[src/rtl/sseg_scan_driver_if.sv]
// Display driver bus: shadow-load inputs from the datapath side and
// multiplexed segment/digit-enable outputs toward the board pins.
interface sseg_scan_driver_if #(
    parameter int DIGITS = 4
) ();
    logic [4*DIGITS-1:0] value;
    logic                load;
    logic [DIGITS-1:0]   dp_mask;
    logic [DIGITS-1:0]   blink_mask;
    logic                lz_blank;
    logic [6:0]          seg;
    logic                dp;
    logic [DIGITS-1:0]   an;

    modport master (
        output value, load, dp_mask, blink_mask, lz_blank,
        input  seg, dp, an
    );

    modport slave (
        input  value, load, dp_mask, blink_mask, lz_blank,
        output seg, dp, an
    );
endinterface

[src/rtl/sseg_scan_driver.sv]
// Multiplexed N-digit seven-segment scan driver with a shadowed value,
// anti-ghosting guard, leading-zero blanking, decimal points and per-digit blink.
module sseg_scan_driver #(
    parameter int DIGITS         = 4,
    parameter int PRESCALE       = 50000,
    parameter int GUARD          = 16,
    parameter int BLINK_SCANS    = 64,
    parameter bit SEG_ACTIVE_LOW = 1'b1,
    parameter bit AN_ACTIVE_LOW  = 1'b1
) (
    input  logic               clk,
    input  logic               rst,
    sseg_scan_driver_if.slave  bus
);
    localparam int PW = (PRESCALE > 1)    ? $clog2(PRESCALE)    : 1;
    localparam int IW = (DIGITS > 1)      ? $clog2(DIGITS)      : 1;
    localparam int SW = (BLINK_SCANS > 1) ? $clog2(BLINK_SCANS) : 1;

    localparam logic [6:0]        SEG_OFF = SEG_ACTIVE_LOW ? 7'h7F : 7'h00;
    localparam logic              DP_OFF  = SEG_ACTIVE_LOW;
    localparam logic [DIGITS-1:0] AN_OFF  = AN_ACTIVE_LOW ? {DIGITS{1'b1}} : {DIGITS{1'b0}};

    logic [PW-1:0]       prescaler_q, prescaler_d;
    logic [IW-1:0]       idx_q, idx_d;
    logic [SW-1:0]       scan_cnt_q, scan_cnt_d;
    logic                blink_phase_q, blink_phase_d;
    logic [4*DIGITS-1:0] shadow_value_q, shadow_value_d;
    logic [DIGITS-1:0]   shadow_dp_q, shadow_dp_d;
    logic [DIGITS-1:0]   shadow_blink_q, shadow_blink_d;
    logic [6:0]          seg_q, seg_d;
    logic                dp_q, dp_d;
    logic [DIGITS-1:0]   an_q, an_d;

    logic                slot_wrap;
    logic                scan_wrap;
    logic [3:0]          cur_nibble;
    logic                cur_dp;
    logic                cur_blink;
    logic                higher_nonzero;
    logic                lz_hit;
    logic                dark;
    logic                in_guard;
    logic [6:0]          seg_lit;
    logic [DIGITS-1:0]   an_lit;

    function automatic logic [6:0] decode_hex(input logic [3:0] nib);
        logic [6:0] s;
        case (nib)
            4'h0: s = 7'b0111111;
            4'h1: s = 7'b0000110;
            4'h2: s = 7'b1011011;
            4'h3: s = 7'b1001111;
            4'h4: s = 7'b1100110;
            4'h5: s = 7'b1101101;
            4'h6: s = 7'b1111101;
            4'h7: s = 7'b0000111;
            4'h8: s = 7'b1111111;
            4'h9: s = 7'b1101111;
            4'hA: s = 7'b1110111;
            4'hB: s = 7'b1111100;
            4'hC: s = 7'b0111001;
            4'hD: s = 7'b1011110;
            4'hE: s = 7'b1111001;
            default: s = 7'b1110001;
        endcase
        return s;
    endfunction

    always_comb begin
        slot_wrap = (prescaler_q == PW'(PRESCALE - 1));
        scan_wrap = slot_wrap && (idx_q == IW'(DIGITS - 1));

        prescaler_d   = slot_wrap ? '0 : prescaler_q + 1'b1;
        idx_d         = idx_q;
        scan_cnt_d    = scan_cnt_q;
        blink_phase_d = blink_phase_q;
        if (slot_wrap) begin
            idx_d = scan_wrap ? '0 : idx_q + 1'b1;
        end
        if (scan_wrap) begin
            if (scan_cnt_q == SW'(BLINK_SCANS - 1)) begin
                scan_cnt_d    = '0;
                blink_phase_d = ~blink_phase_q;
            end else begin
                scan_cnt_d = scan_cnt_q + 1'b1;
            end
        end

        shadow_value_d = bus.load ? bus.value      : shadow_value_q;
        shadow_dp_d    = bus.load ? bus.dp_mask    : shadow_dp_q;
        shadow_blink_d = bus.load ? bus.blink_mask : shadow_blink_q;
    end

    // A digit is a leading zero when it and every digit above it are zero.
    always_comb begin
        cur_nibble     = 4'h0;
        cur_dp         = 1'b0;
        cur_blink      = 1'b0;
        higher_nonzero = 1'b0;
        in_guard       = (prescaler_q < PW'(GUARD));
        an_lit         = '0;
        for (int i = 0; i < DIGITS; i++) begin
            if (idx_q == IW'(i)) begin
                cur_nibble = shadow_value_q[4*i +: 4];
                cur_dp     = shadow_dp_q[i];
                cur_blink  = shadow_blink_q[i];
                an_lit[i]  = !in_guard;
            end
            if ((IW'(i) >= idx_q) && (shadow_value_q[4*i +: 4] != 4'h0)) begin
                higher_nonzero = 1'b1;
            end
        end

        lz_hit  = bus.lz_blank && (idx_q != '0) && !higher_nonzero;
        dark    = blink_phase_q && cur_blink;
        seg_lit = (lz_hit || dark) ? 7'h00 : decode_hex(cur_nibble);

        seg_d = SEG_ACTIVE_LOW ? ~seg_lit : seg_lit;
        dp_d  = SEG_ACTIVE_LOW ? ~(cur_dp && !dark) : (cur_dp && !dark);
        an_d  = AN_ACTIVE_LOW ? ~an_lit : an_lit;
    end

    always_ff @(posedge clk) begin
        if (rst) begin
            prescaler_q    <= '0;
            idx_q          <= '0;
            scan_cnt_q     <= '0;
            blink_phase_q  <= 1'b0;
            shadow_value_q <= '0;
            shadow_dp_q    <= '0;
            shadow_blink_q <= '0;
            seg_q          <= SEG_OFF;
            dp_q           <= DP_OFF;
            an_q           <= AN_OFF;
        end else begin
            prescaler_q    <= prescaler_d;
            idx_q          <= idx_d;
            scan_cnt_q     <= scan_cnt_d;
            blink_phase_q  <= blink_phase_d;
            shadow_value_q <= shadow_value_d;
            shadow_dp_q    <= shadow_dp_d;
            shadow_blink_q <= shadow_blink_d;
            seg_q          <= seg_d;
            dp_q           <= dp_d;
            an_q           <= an_d;
        end
    end

    assign bus.seg = seg_q;
    assign bus.dp  = dp_q;
    assign bus.an  = an_q;
endmodule

[src/flat_wrapper.sv]
// flat-port wrapper written by rule: the top's interface ports become plain ports
module sseg_scan_driver_flat 
#(
    parameter int DIGITS         = 4,
    parameter int PRESCALE       = 50000,
    parameter int GUARD          = 16,
    parameter int BLINK_SCANS    = 64,
    parameter bit SEG_ACTIVE_LOW = 1'b1,
    parameter bit AN_ACTIVE_LOW  = 1'b1
)
  (clk, rst, bus_value, bus_load, bus_dp_mask, bus_blink_mask, bus_lz_blank, bus_seg, bus_dp, bus_an);
  sseg_scan_driver_if #(.DIGITS(DIGITS)) bus_i ();
  input  logic clk;
  input  logic rst;
  input wire logic [$bits(bus_i.value)-1:0] bus_value;
  input wire logic [$bits(bus_i.load)-1:0] bus_load;
  input wire logic [$bits(bus_i.dp_mask)-1:0] bus_dp_mask;
  input wire logic [$bits(bus_i.blink_mask)-1:0] bus_blink_mask;
  input wire logic [$bits(bus_i.lz_blank)-1:0] bus_lz_blank;
  output wire logic [$bits(bus_i.seg)-1:0] bus_seg;
  output wire logic [$bits(bus_i.dp)-1:0] bus_dp;
  output wire logic [$bits(bus_i.an)-1:0] bus_an;
  assign bus_i.value = bus_value;
  assign bus_i.load = bus_load;
  assign bus_i.dp_mask = bus_dp_mask;
  assign bus_i.blink_mask = bus_blink_mask;
  assign bus_i.lz_blank = bus_lz_blank;
  assign bus_seg = bus_i.seg;
  assign bus_dp = bus_i.dp;
  assign bus_an = bus_i.an;
  sseg_scan_driver #(.DIGITS(DIGITS), .PRESCALE(PRESCALE), .GUARD(GUARD), .BLINK_SCANS(BLINK_SCANS), .SEG_ACTIVE_LOW(SEG_ACTIVE_LOW), .AN_ACTIVE_LOW(AN_ACTIVE_LOW)) u_core (.clk(clk), .rst(rst), .bus(bus_i));
endmodule
[config.mk]
export PLATFORM = sky130hd
export DESIGN_NAME = sseg_scan_driver_flat
export DESIGN_NICKNAME = d
export VERILOG_FILES = /design/src/rtl/sseg_scan_driver_if.sv /design/src/rtl/sseg_scan_driver.sv /design/src/flat_wrapper.sv
export SDC_FILE = /design/constraint.sdc
export NUM_CORES = 1
export LEC_CHECK = 0
export CAP_MARGIN = 10
export CORE_AREA = 10 10 83 85
export CTS_CLUSTER_SIZE = 14
export DETAILED_ROUTE_END_ITERATION = 10
export DIE_AREA = 0 0 93 95
export PLACE_DENSITY = 0.88
export REMOVE_ABC_BUFFERS = 1
export SLEW_MARGIN = 10
export SYNTH_ARGS = -nofsm -noshare
export SYNTH_HDL_FRONTEND = slang
export SYNTH_SLANG_ARGS = --single-unit
[constraint.sdc]
create_clock -name clk -period 4.1 [get_ports clk]
set_input_delay 0.41 -clock clk [delete_from_list [all_inputs] [get_ports clk]]
set_output_delay 0.41 -clock clk [all_outputs]
set_load 0.1 [all_outputs]
== Word level (Yosys, flattened, before mapping) ==
Memories as Yosys holds them, arrays and structs flattened.
Index checks and enable logic that the tools add are counted.
Storage, ports and cells
  bits in read-only memories: 112
  memories kept: 1
  memory bits (writable): 0
  logic and storage cells: 72
  flip-flop bits (word level): 61
  latch bits: 0
  input bits: 28
Memory list
  (name not given): words 16, width 7, read ports 1, clocked after memory_dff 0, wr ports 0, line sseg_scan_driver.sv:48  | case (nib)
Cells by class
  add/sub/neg operators: 3
  divide/modulo/power cells: 0
  equal/unequal tests: 5
  reductions and logical operators: 21
  bitwise operators: 4
  order comparisons: 5
  $mul: 0
  shift-type cells: 0
  multiplexer cells: 23
Operators with widths (count)
  16-bit by 1-bit adder with 16-bit output (second input constant): 1
  16-bit equality test (second input constant): 1
  16-bit by 5-bit < comparator with 1-bit output (second input constant): 1
  1-bit 2-to-1 mux: 16
  4-bit 2-to-1 mux: 4
  4-bit nonzero test: 4
  1-bit logical AND: 9
  7-bit 2-to-1 mux: 1
  7-bit inverter: 1
  6-bit by 1-bit adder with 6-bit output (second input constant): 1
  6-bit equality test (second input constant): 1
  6-bit 2-to-1 mux: 1
  2-bit equality test (second input constant): 2
  1-bit by 2-bit >= comparator with 1-bit output (first input constant): 2
  2-bit >= comparator (first input constant): 2
  4-bit inverter: 1
  1-bit zero test: 3
  2-bit by 1-bit adder with 2-bit output (second input constant): 1
  2-bit by 1-bit equality test with 1-bit output (second input constant): 1
  2-bit zero test: 1
  2-bit 2-to-1 mux: 1
  1-bit inverter: 2
  2-bit AND reduction: 1
  2-bit nonzero test: 1
  2 further kinds: 2

== Longest topological paths before layout ==
Gate-level depths: netlist of the first run.
  depth in word-level cells: 11
  depth in mapped cells: 11
  gate-level depth less buffers: 10

== Worst setup path after synthesis of the first run ==
Ideal clock, no wire load.
  path type: register -> register
  start point: reg u_core.idx_q[0]
  end point: reg u_core.seg_q[5] (netlist: u_core.bus.seg[5])
  buffers on the path: 1
  data required time: 3.946 ns
  setup time: 0.154 ns
  setup slack: 1.586 ns
  cell stages (with the launch flop): 12
  data arrival time: 2.360 ns
  path through: dfxtp_1 inv_1 ha_1 clkbuf_1 or2_2 a221oi_1 a221oi_1 inv_1 ha_1 mux2_2 nand2_1 o211ai_1
On the way
  word-level cells in the longest chain between the ends: 11
  elaborated cells on any way between the ends: 33
  classes of those cells: 4 x order compare; 3 x eq/ne; 13 x mux; 1 x bitwise; 11 x reduce/logical; 1 x memory
Ends and longest elaborated chain
  from (decl): line sseg_scan_driver.sv:24  | logic [IW-1:0] idx_q, idx_d;
  from (signal assigned): line sseg_scan_driver.sv:137  | idx_q <= idx_d;
  branches (longest 9 deep; another with memory read 16 x 7 bit)
  7-bit 2-to-1 mux (*): line sseg_scan_driver.sv:116  | seg_lit = (lz_hit || dark) ? 7'h00 : decode_hex(cur_nibble);
  7-bit inverter (*): line sseg_scan_driver.sv:118  | seg_d = SEG_ACTIVE_LOW ? ~seg_lit : seg_lit;
  to (signal assigned): line sseg_scan_driver.sv:143  | seg_q <= seg_d;
  to (decl): line sseg_scan_driver.sv:30  | logic [6:0] seg_q, seg_d;
Every way passes the cells marked *.
A chain may end at the register's enable or synchronous reset.

== Final worst setup path of the first run ==
  start point: reg u_core.idx_q[1]
  end point: reg u_core.seg_q[6] (netlist: u_core.bus.seg[6])
The elaborated chain is that of the path after synthesis.

==> results.cfg, run 1 <==
[final_layout]
flow.area_growth_from_synthesis_pct = 23.1
finish.net_count = 382
layout.cells.non_filler = 418
fillCellCount = 454
antennaDiodeCount = 0
layout-drive-gt1-share_pct = 9.25
layout.cell_area.non_filler_mm2 = 0.00349

[route]
drc = 0
routed_wl_mm = 6.27
num_vias = 2269
drtAntennaViolNets = 0
drt_first_pass_iters = 4
post_drt_wl_per_cell_um = 15.0
initialDrtViolationCount = 115
vias_per_cell = 5.43

[job]
max_cap_violations = 0

[yosys]
netlist_area_mm2 = 0.00284
synth_seq_cells = 61
synth_sequential_area_ratio_pct = 43.0
synth_ff_type = dfxtp_1
synth_edf_count = 0
ys.warnings.count = 0
syn_avg_cell_area_um2 = 9.40
netlist_instances = 302
synth_async_sr_flop_share_pct = 0
synthDistinctLibCells = 45

[clock_tree]
tritoncts.num_buffers = 9
clk_root_buffer_cell = clkbuf_8
clock_sinks = 61
cts_hold_repair.buffers = 0
cts.repair_timing.setup_buffer_count = 0
worstSkewPairLatency_ns = 0.34
cts.clk_slew.worst_paths_ns = 0.07
cts_htree_levels = 3
clk_path_buf_depth = 2
cts_resizes = 0
tritoncts = done

[power_and_ir_drop]
peakVddDrop_uv = 285
power.share.sequential_pct = 43.6
share_comb_of_total_power_pct = 11.8
leakage_power_nw = 1.39
switchingPower_w = 0.000352
p_clk_share_pct = 44.6
cell_pwr_density_mw_per_mm2 = 417
power_switching_share_pct = 24.1
p_int_w = 0.00111

[floorplanning]
die_area_mm2 = 0.00884
floorplan.io_pins = 40
die_h_um = 95
floorplan.rows = 27
die_x_um = 93
design.core.area_mm2 = 0.00534
floorplan.initialDensity_pct = 53.2

[timing]
fmax_ghz = 0.327
timing.clock.skew_ns = 0.00715
setup-tns-final_ns = 0
hold_viol = 0
tightest_slew_ns = 1.13
tcrit_tclk_final_pct = 74.6
slew_headroom_pct = 24.4
finalSetupViolCount = 0
grt_setup_unrepaired = no
period_minus_slack_ns = 3.06
report.final.slew_viol_count = 0

[grt]
first_global_vias = 2298
antenna_found_initial = 0
grt_overflow = 0
first_pass_grt_wire_length_mm = 10.7
maximum_number_of_pins_on_one_net_before_global_route_repair = 28
groute.usage.overall_pct = 15.2

[place]
place.port_buffers = 39
place_inst = 402
placer_congestion = 0.886
detailedPlacementHpwl_mm = 4.64
dpl-instance-area_mm2 = 0.00325

[critical_path]
worst_setup_path_start_kind = register
critPathMaxFanout = 20
setup.worst_path.end_class = register
worst-endpoint-required_ns = 4.28
worstPathArrival_ns = 3.24
worstSetupPathType = reg -> reg

[run_status]
run_status = completed

[min_path]
worstHoldPathType = reg -> reg
through the flow:
step	total power, W	hold slack (ns)	setup slack (ns)	utilization [%]
2_1_floorplan	0.000751	0.418	1.48	-
3_3_place_gp	0.000814	0.433	1.19	60.8
4_1_cts	0.00147	0.466	1.01	65.5
6_report	0.00146	0.456	1.04	65.5
5_1_grt	0.00152	0.499	0.751	65.5
3_5_place_dp	0.000820	0.455	1.07	60.8
cell usage in the layout (no fill, tap or decap), drive strengths merged, types with 4 or more instances in the layout:
cell            n
a211oi          4
a21oi           9
a221oi          5
and3            6
clkbuf         10
clkdlybuf4s50  39
dfxtp          61
ha             13
inv            10
mux2i          28
nand2          23
nand3           8
nand4           6
nor2           51
nor2b           5
nor3            4
nor4            5
xnor2           6
xor2           10
power groups by stage:
stage                     combinational [W]  sequential, W  clock [W]
after global placement             0.000167       0.000647          0
after global routing               0.000185       0.000637   0.000694
final                              0.000172       0.000636   0.000651
after floorplan                   0.0000575       0.000693          0
after detailed placement           0.000171       0.000648          0
after CTS                          0.000173       0.000635   0.000663
layout make-up:
class	count	area (um^2)	share of cell area, %
clock inverter	6	110	3.15
tap	72	90.1	2.58
multi-input combinational	218	1490	42.7
timing repair buffer	41	405	11.6
sequential	61	1220	34.9
inverter	10	37.5	1.07
clock buffer	10	138	3.94
worst paths after layout:
path	cells after the start	startpoint	slack, ns	endpoint
setup / recovery	9	u_core.idx_q[1]$_SDFFE_PP0P_	1.04	u_core.bus.seg[6]$_SDFF_PP1_
hold / removal	1	u_core.prescaler_q[0]$_SDFF_PP0_	0.46	u_core.prescaler_q[0]$_SDFF_PP0_
hold reg to reg	1	u_core.prescaler_q[0]$_SDFF_PP0_	0.46	u_core.prescaler_q[0]$_SDFF_PP0_
setup reg to reg	9	u_core.idx_q[1]$_SDFFE_PP0P_	1.04	u_core.bus.seg[6]$_SDFF_PP1_
synth_stat cells (all sizes together), types with 4 or more instances:
| cell | n | area, um^2 |
|---|---|---|
| ha | 13 | 163 |
| mux2i | 28 | 280 |
| xnor2 | 6 | 52.6 |
| a211oi | 4 | 35.0 |
| nor4 | 5 | 46.3 |
| a21oi | 9 | 45.0 |
| nor2 | 51 | 191 |
| xor2 | 10 | 87.6 |
| inv | 10 | 37.5 |
| nand2 | 23 | 86.3 |
| nand4 | 6 | 37.5 |
| dfxtp | 61 | 1220 |
| a221oi | 5 | 43.8 |
| nor2b | 5 | 31.3 |
| and3 | 6 | 40.0 |
| clkbuf | 11 | 71.3 |
| nand3 | 8 | 52.6 |
| nor3 | 4 | 25.0 |
flip-flops by register name, indices dropped and copies added (netlist names):
name	cells
u_core.blink_phase_q	1
u_core.bus.an	4
u_core.bus.dp	1
u_core.bus.seg	7
u_core.idx_q	2
u_core.prescaler_q	16
u_core.scan_cnt_q	6
u_core.shadow_blink_q	4
u_core.shadow_dp_q	4
u_core.shadow_value_q	16
layer usage:
layer | part of all wire [%] | vias to the layer above | wire (um) | GRT usage [%]
met2 | 54 | 39 | 3390 | 27.6
met4 | 1.5 | 0 | 93 | 7.33
met3 | 3.7 | 10 | 233 | 4.92
met5 | 0 | - | 0 | 0
li1 | - | 1138 | - | -
met1 | 41 | 1082 | 2560 | 15.4
worst max-delay path, stage by stage, from the launching register on:
cell      delay [ns]
dfxtp_1         0.41
ha_1            0.63
or2_2           0.25
a221oi_1        0.05
a221oi_1        0.65
inv_1           0.22
ha_1            0.27
mux2_2          0.27
nand2_1         0.06
o211ai_1        0.09
logic make-up (layout without fill, tap and decap cells):
logic type	Yosys count	count (layout)	share of synthesized area, %
simple gates	126	126	22.9
flops	61	61	43.0
compound gates	32	32	7.98
mux	31	31	11.1
buf+inv	23	67	4.41
xor+xnor	16	16	4.94
fa+ha+maj	13	13	5.73
(Power assumes the default switching activity.)
==> run 2: changes to the inputs <==
--- a/config.mk
+++ b/config.mk
@@ -6,11 +6,11 @@
 export NUM_CORES = 1
 export LEC_CHECK = 0
 export CAP_MARGIN = 10
-export CORE_AREA = 10 10 83 85
+export CORE_AREA = 10 10 84 86
 export CTS_CLUSTER_SIZE = 14
 export DETAILED_ROUTE_END_ITERATION = 10
-export DIE_AREA = 0 0 93 95
-export PLACE_DENSITY = 0.88
+export DIE_AREA = 0 0 94 96
+export PLACE_DENSITY = 0.86
 export REMOVE_ABC_BUFFERS = 1
 export SLEW_MARGIN = 10
 export SYNTH_ARGS = -nofsm -noshare
==> constraint.sdc (replaced) <==
create_clock -name clk -period 3.2 [get_ports clk]
set_input_delay 0.32 -clock clk [delete_from_list [all_inputs] [get_ports clk]]
set_output_delay 0.32 -clock clk [all_outputs]
set_load 0.1 [all_outputs]
==> run 2 against run 1 <==
Via count is 0.53% lower. Combinational power is 28% higher. Die area up 2.1%. First-iteration DRC count down 23%. Critical path type unchanged. Clock skew hardly changed. Non-clock buffer count rose by 2. Hold slack gained 0.0056 ns. Register-to-register slack got worse by 0.82 ns.
==> results.cfg, run 2 (synthesis gave the netlist of run 1 again) <==
[run_status]
run_status = completed

[timing]
timing.clock.skew_ns = 0.00733
period_minus_slack_ns = 2.98
tcrit_tclk_final_pct = 93.1
final.setup.worst_slack_ns = 0.220
fmax_ghz = 0.336
slew_headroom_pct = 34.2
holdWs_ns = 0.462
hold_viol = 0
report.final.slew_viol_count = 0
finalSetupViolCount = 0
grt_setup_unrepaired = no
setup-tns-final_ns = 0
tightest_slew_ns = 0.984

[clock_tree]
worstSkewPairLatency_ns = 0.34
clk_path_buf_depth = 2
cts.clk_slew.worst_paths_ns = 0.06
clk_root_buffer_cell = clkbuf_8
clock_sinks = 61
cts_hold_repair.buffers = 0
cts.repair_timing.setup_buffer_count = 0
cts_htree_levels = 3
tritoncts.num_buffers = 9
tritoncts = done
cts_resizes = 0

[place]
place.port_buffers = 39
detailedPlacementHpwl_mm = 4.46
placer_congestion = 0.863
placement.setup.worst_slack_ns = 0.349

[critical_path]
worstPathArrival_ns = 3.15
cpMaxStageDelayCell = a221oi_1
critical_path_cell_list = inv_1 > ha_1 > nor2b_1 > a221oi_1 > a221oi_1 > inv_1 > ha_1 > mux2_2 > nand2_1 > o211ai_1
worstSetupPathType = reg -> reg
timing.critical_path.buf_inv = 2
worst_setup_path_start_kind = register
worst-endpoint-required_ns = 3.37
r2r_cells = 10
critPathMaxFanout = 12
timing.critical_path.depth = 10
setup.worst_path.end_class = register
path_delay_family = compound AO/OA/AOI/OAI gates
timing.critical_path.slowest_cell_delay_ns = 0.71

[route]
routed_wl_mm = 6.18
post_drt_wl_per_cell_um = 14.7
drc = 0
num_vias = 2257
drt_first_pass_iters = 4
initialDrtViolationCount = 89
drtAntennaViolNets = 0
vias_per_cell = 5.39

[floorplanning]
design.core.area_mm2 = 0.00541
floorplan.rows = 27
floorplan.io_pins = 40
die_h_um = 96
floorplan.initialDensity_pct = 52.5
die_area_mm2 = 0.00902
die_x_um = 94

[grt]
groute.usage.overall_pct = 14.2
grt_overflow = 0
first_pass_grt_wire_length_mm = 10.0
antenna_found_initial = 0
maximum_number_of_pins_on_one_net_before_global_route_repair = 28
first_global_vias = 2119

[power_and_ir_drop]
share_comb_of_total_power_pct = 13.8
p_clk_share_pct = 35.5
power_switching_share_pct = 26.6
leakage_power_nw = 1.37
p_int_w = 0.00118
cell_pwr_density_mw_per_mm2 = 469
report.power.total_w = 0.00161
peakVddDrop_uv = 253
power.share.sequential_pct = 50.7
switchingPower_w = 0.000427

[final_layout]
fillCellCount = 441
finish.net_count = 384
antennaDiodeCount = 0
layout-drive-gt1-share_pct = 8.65
final_common_cell = dfxtp_1
layout_common_cells = dfxtp_1, nor2_1, clkdlybuf4s50_1, mux2i_1, nand2_1
flow.area_growth_from_synthesis_pct = 20.5

[min_path]
worstHoldPathType = reg -> reg
min_delay_path_depth = 1

[job]
max_cap_violations = 0
==> run 2: cell count changes in the layout (fill, tap and decap cells not counted), sizes merged <==
| cell | delta |
|---|---|
| buf | +2 |
| clkinvlp | -2 |
| clkinv | +1 |
| bufinv | -3 |
| clkbuf | +3 |
==> run 2: final timing paths <==
kind | from | end | slack, ns
worst max register to register | u_core.idx_q[1]$_SDFFE_PP0P_ | u_core.bus.seg[5]$_SDFF_PP1_ | 0.22
worst max-delay path | u_core.idx_q[1]$_SDFFE_PP0P_ | u_core.bus.seg[5]$_SDFF_PP1_ | 0.22
worst min-delay path | u_core.prescaler_q[0]$_SDFF_PP0_ | u_core.prescaler_q[0]$_SDFF_PP0_ | 0.46
worst min register to register | u_core.prescaler_q[0]$_SDFF_PP0_ | u_core.prescaler_q[0]$_SDFF_PP0_ | 0.46
==> run 2: through the flow <==
stage	area (um^2)	std cells	util, %
3_5_place_dp	3260	404	60.3
6_report	3420	419	63.3
5_1_grt	3420	419	63.3
4_1_cts	3420	419	63.3
3_3_place_gp	3260	404	60.3
2_1_floorplan	2750	289	-
==> run 2: metal layers <==
metal | vias to the layer above | track usage, % | share of wire, %
li1 | 1135 | - | -
met1 | 1070 | 15.6 | 42
met4 | 0 | 5.70 | 1.4
met5 | - | 0 | 0
met2 | 44 | 24.6 | 52
met3 | 8 | 5.29 | 4.6
==> run 2: area by class of cell <==
cell class / count / area [um^2] / area share (%)
Inverter: 10 / 37.5 / 1.10
Clock inverter: 2 / 10.0 / 0.293
Multi-Input combinational cell: 218 / 1490 / 43.6
Sequential cell: 61 / 1220 / 35.7
Tap cell: 72 / 90.1 / 2.63
Clock buffer: 13 / 149 / 4.35
Timing Repair Buffer: 43 / 420 / 12.3
==> run 2: worst reg2reg max path, stage by stage (launching register included) <==
cell,delay (ns)
dfxtp_1,0.41
inv_1,0.08
ha_1,0.31
nor2b_1,0.24
a221oi_1,0.11
a221oi_1,0.71
inv_1,0.20
ha_1,0.32
mux2_2,0.29
nand2_1,0.07
o211ai_1,0.08
==> run 2: power groups by stage <==
stage	Combinational [W]	Clock (W)	Sequential, W
3_5_place_dp	0.000220	0	0.000830
3_3_place_gp	0.000216	0	0.000829
6_report	0.000221	0.000571	0.000814
2_1_floorplan	0.0000737	0	0.000888
4_1_cts	0.000222	0.000587	0.000813
5_1_grt	0.000236	0.000624	0.000816
